### config.mk
export PLATFORM = sky130hd
export DESIGN_NAME = if_id_stall_responder
export DESIGN_NICKNAME = d
export VERILOG_FILES = /design/src/rtl/if_id_stall_responder.sv
export SDC_FILE = /design/constraint.sdc
export NUM_CORES = 1
export LEC_CHECK = 0
export CAP_MARGIN = 20
export CORE_MARGIN = 10
export CORE_UTILIZATION = 40
export CTS_CLUSTER_SIZE = 40
export DETAILED_ROUTE_END_ITERATION = 7
export GPL_TIMING_DRIVEN = 0
export PLACE_DENSITY = 0.77
export REMOVE_ABC_BUFFERS = 1
export SLEW_MARGIN = 40
export SYNTH_ARGS = -nofsm -noshare
export SYNTH_HDL_FRONTEND = slang
export SYNTH_SLANG_ARGS = --single-unit
### constraint.sdc
create_clock -name clk -period 2.5 [get_ports clk]
set_clock_uncertainty 0.2 [all_clocks]
set_input_delay 0.375 -clock clk [delete_from_list [all_inputs] [get_ports clk]]
set_output_delay 0.375 -clock clk [all_outputs]
set_load 0.005 [all_outputs]
### src/rtl/if_id_stall_responder.sv
// Front-end PC / IF-ID register with hazard-unit stall controls, branch flush,
// zero-latency control bubble gate and a saturating stall-cycle counter.
module if_id_stall_responder #(
  parameter logic [31:0] RESET_PC  = 32'h0000_0000,
  parameter int          CTRL_W    = 9,
  parameter int          CNT_W     = 16,
  parameter logic [31:0] NOP_INSTR = 32'h0000_0000
) (
  input  logic              clk,
  input  logic              rst,
  input  logic              pcw,
  input  logic              s1w,
  input  logic              mux,
  input  logic              branch_taken,
  input  logic [31:0]       branch_target,
  input  logic [31:0]       imem_instr,
  input  logic [CTRL_W-1:0] id_ctrl_in,
  output logic [31:0]       pc_out,
  output logic [31:0]       if_id_pc4,
  output logic [31:0]       if_id_instr,
  output logic              if_id_valid,
  output logic [CTRL_W-1:0] id_ctrl_out,
  output logic [CNT_W-1:0]  stall_cnt
);

  logic [31:0]      pc_q, pc_d;
  logic [31:0]      if_id_pc4_q, if_id_pc4_d;
  logic [31:0]      if_id_instr_q, if_id_instr_d;
  logic             if_id_valid_q, if_id_valid_d;
  logic [CNT_W-1:0] stall_cnt_q, stall_cnt_d;
  logic [31:0]      pc_plus4;

  assign pc_plus4 = pc_q + 32'd4;

  always_comb begin
    pc_d          = pc_q;
    if_id_pc4_d   = if_id_pc4_q;
    if_id_instr_d = if_id_instr_q;
    if_id_valid_d = if_id_valid_q;
    stall_cnt_d   = stall_cnt_q;
    // The branch is older than any stalled instruction, so the flush beats the hold.
    if (branch_taken) begin
      pc_d          = branch_target;
      if_id_pc4_d   = 32'd0;
      if_id_instr_d = NOP_INSTR;
      if_id_valid_d = 1'b0;
    end else begin
      if (pcw) begin
        pc_d = pc_plus4;
      end
      if (s1w) begin
        if_id_pc4_d   = pc_plus4;
        if_id_instr_d = imem_instr;
        if_id_valid_d = 1'b1;
      end
    end
    if (!pcw && !branch_taken && (stall_cnt_q != {CNT_W{1'b1}})) begin
      stall_cnt_d = stall_cnt_q + {{(CNT_W-1){1'b0}}, 1'b1};
    end
  end

  always_ff @(posedge clk) begin
    if (rst) begin
      pc_q          <= RESET_PC;
      if_id_pc4_q   <= 32'd0;
      if_id_instr_q <= NOP_INSTR;
      if_id_valid_q <= 1'b0;
      stall_cnt_q   <= '0;
    end else begin
      pc_q          <= pc_d;
      if_id_pc4_q   <= if_id_pc4_d;
      if_id_instr_q <= if_id_instr_d;
      if_id_valid_q <= if_id_valid_d;
      stall_cnt_q   <= stall_cnt_d;
    end
  end

  assign pc_out      = pc_q;
  assign if_id_pc4   = if_id_pc4_q;
  assign if_id_instr = if_id_instr_q;
  assign if_id_valid = if_id_valid_q;
  assign stall_cnt   = stall_cnt_q;
  assign id_ctrl_out = mux ? id_ctrl_in : '0;

endmodule
==> impl_summary.md <==
Pwr
Of the total power, registers draw 39.0%. In this run switching power makes up 22.5% of total power. IR analysis of the VDD net gives a maximum drop of 370 µV. Dividing total power by cell area gives a power density of 635 nW/µm². Summed over all cells, the static leakage comes to 2.96 nW. The total internal power is 3.91 mW. The clock network burns 49.7% of the power. Power comes to 5.05 mW. In this run the power spent charging and discharging nets is 1.14 mW. The part of the total power dissipated in combinational logic is 11.4%.

Routing
The first-pass iteration count of the detailed router is 4. The detail route stage leaves a number of antenna-violating nets equal to 0. Using the TritonRoute via totals, the vias-per-cell ratio works out to 5.17. For this block, the initial DRC count from the detailed router was 334. The total wirelength of the detailed-routed design is 16.5 mm.

The routed via count is 4957. In the final routed layout, each cell accounts on average for 17.3 µm. The post-route DRC violation count is 0.

STA
Setup violations remaining at the end of the flow were counted as 0. The clock period minus worst slack is 2.42 ns. Setup repair after global routing left no endpoint under its margin. The final-report hold violation count is 0. After routing, the total negative slack on setup checks comes to 0 ns. The normalized max-slew margin is 51.5%.

Static timing analysis puts the maximum clock frequency at 413 MHz. For the pin with the worst max-slew slack, the measured transition is 0.727 ns. The least setup slack across all paths after layout is 0.0773 ns.

The max-slew violation total from the final report is 0. The final critical-path share of the clock period is 96.9%.

Critical path
The launching instance or port of the critical path is pc_out[2]. At the worst endpoint, the required time is 2.56 ns. The worst setup path is launched from a register. At the worst endpoint, the arrival time is 2.48 ns. STA classifies the critical path endpoint as a register. The worst setup path is of the reg2reg kind.

The worst register-to-register path has a depth of 6. The highest net fanout along the worst path is 7. The worst flop-to-flop path startpoint is pc_out[2]. Setup slack on the worst reg-to-reg path comes out at 0.08 ns.

Job
The tool flagged a number of max-cap violations equal to 0.

GRT
The largest net degree at the start of global routing is 54. The initial antenna violation count came to 0. The total overflow left after global routing is 0.

The first-pass GRT wire length is 26.6 mm. The number of global-route vias before repair is 5090. The overall routing resource usage is 18.1%.

Clock tree
Counting along the longest clock path gives a buffer depth of 2. The H-tree generated during clock tree synthesis spans 4 levels. The clock reaches the later pin of the worst-skew pair after 0.41 ns.

The total setup buffers inserted after CTS is 0. The clock net in this run drives a total of 113 sinks. Buffers inserted to repair hold after CTS numbered 0. The CTS tree is done.

The root cell of the clock tree is clkbuf_16. Buffers inserted during clock tree synthesis total 17. Clock-pin slew was measured on the worst setup and hold paths at 0.05 ns.

Yosys
The synthesized netlist cell count is 591. The proportion of synthesized chip area in sequential cells is 43.4%. The area fraction of the dominant cell type after synthesis is 43.4%. Yosys attributes the largest share of cell area to dfxtp_1 (43%), mux2i_1 (8.6%), xor2_1 (7.7%). The area of the mapped netlist is 5210 µm².

The synthesized design contains 0 enable-type register cells. The most used flip-flop cell after synthesis is dfxtp_1. In this run the mean area of a mapped cell was 8.82 µm². The proportion of register bits with asynchronous set or reset after synthesis is 0%.

The netlist uses 41 different library cells. Yosys printed 0 warnings. Synthesis inferred 113 register bits. dfxtp_1 takes more of the synthesized area than any other cell.

Floorplanning
The count of boundary I/O pins is 201. The die is 134 µm wide. The number of rows created at floorplan is 41.

The die covers 18000 µm². The initial utilization of the core area, before any placement, comes to 41.1%. In this run the vertical extent of the chip is 134 µm. The floorplan step defined a core boundary enclosing 12700 µm².

Placement
Timing analysis after detailed placement gives a worst setup slack of -0.177 ns. Once detailed placement completed, the half-perimeter wirelength came to 12.1 mm. At the end of routability-driven placement, the weighted congestion stood at 0.879.

The count of buffers added on input and output ports is 200.

Hold path
The start point of the worst min-delay path is s1w. The path class of the tightest hold or removal check is in2reg. The count of cells along the worst hold path is 2.

Final layout
Compared with the post-synthesis result, the final layout area differs by 52.6%. The post-layout net count is 855. The fill cell total of the finished layout is 1092. The fraction of final layout cells sized beyond drive strength 1 is 7.62%. The number of inserted diodes is 0.

Run status
The run finished with clean final reports.
[worst paths after layout]
check                                      to
worst max-delay path               pc_out[26]
worst min-delay path            if_id_pc4[27]
worst max register to register     pc_out[26]
worst min register to register    if_id_valid
[stage by stage]
step / hold slack, ns / utilization, % / cells / area (µm²)
global placement: 0.250 / 57.2 / 925 / 7240
CTS: 0.146 / 62.7 / 959 / 7940
detailed placement: 0.270 / 57.5 / 927 / 7280
finish: 0.162 / 62.8 / 959 / 7950
global route: 0.173 / 62.8 / 959 / 7950
floorplan: 0.244 / - / 553 / 5030
[flip-flops by register name, indices dropped and copies added, names as in the netlist]
register     count
if_id_valid      1
if_id_pc4       32
stall_cnt       16
if_id_instr     32
pc_out          32
[Yosys cell counts (4+ instances only)]
library cell  number
nor4_1             4
a211oi_1          23
nor2_1           101
mux2i_1           45
dfxtp_1          113
xnor2_1           17
nand3_1           18
nor2b_1            5
clkbuf_1          27
and2_1            16
nor3b_1            5
nand2_1           28
and4_1             9
xor2_1            46
o22ai_1            6
a21oi_1           33
o21ai_0           24
and3_1            10
o211ai_1           4
nand4_1           21
[cells by family after synthesis]
family / synth area share (%)
AO/OA/AOI/OAI: 11.1
buffers and inverters: 3.82
adder cells (fa/ha/maj): 0.480
XOR/XNOR: 10.6
AND/OR/NAND/NOR: 22.0
multiplexers: 8.64
flip-flops: 43.4
[power by group through the flow]
| stage | Clock, mW | Combinational [mW] | Sequential (mW) |
|---|---|---|---|
| floorplan | 0 | 0.179 | 1.99 |
| global placement | 0 | 0.576 | 2.00 |
| detailed placement | 0 | 0.575 | 2.00 |
| CTS | 2.55 | 0.581 | 1.96 |
| global route | 2.64 | 0.624 | 1.98 |
| finish | 2.51 | 0.573 | 1.97 |
[layer usage]
metal / wire length, µm / GRT usage (%)
met1: 6830 / 20.4
met2: 8130 / 30.4
met5: 0 / 0
met4: 221 / 6.05
met3: 1370 / 7.58
[cell type report]
class | count | area, µm² | share of cell area, %
Multi-Input combinational cell | 437 | 2800 | 35.2
Tap cell | 172 | 215 | 2.71
Inverter | 3 | 12.5 | 0.157
Clock inverter | 10 | 130 | 1.64
Clock buffer | 22 | 494 | 6.21
Sequential cell | 113 | 2280 | 28.6
Timing Repair Buffer | 202 | 2020 | 25.4
[cells in the final DEF (no fill, tap or decap), drive strengths merged, types with 3 or more instances in the layout]
cell type	netlist	final
a211oi	23	23
a21oi	33	33
and2	17	17
and3	10	10
and4	9	9
buf	9	6
bufinv	0	3
clkbuf	27	22
clkdlybuf4s50	0	196
clkinv	1	6
dfxtp	113	113
mux2i	45	45
nand2	28	28
nand3	18	18
nand4	22	22
nor2	101	101
nor2b	5	5
nor3	3	3
nor3b	5	5
nor4	4	4
o211ai	4	4
o21ai	24	24
o22ai	6	6
xnor2	17	17
xor2	46	46
[worst max-delay path, stage by stage (launching register included)]
cell	delay (ns)
dfxtp_4	0.39
ha_4	0.17
nand3_2	0.12
or4_4	0.60
or4_4	0.53
mux2i_1	0.16
o22ai_1	0.09
[what timing repair did]
item                                   in CTS  in global routing
resized for setup                           8                  7
setup endpoints to repair                  14                  3
endpoints found under the hold margin       0                  0
pin swaps                                   0                  0
Power figures use the tool's default switching activity.
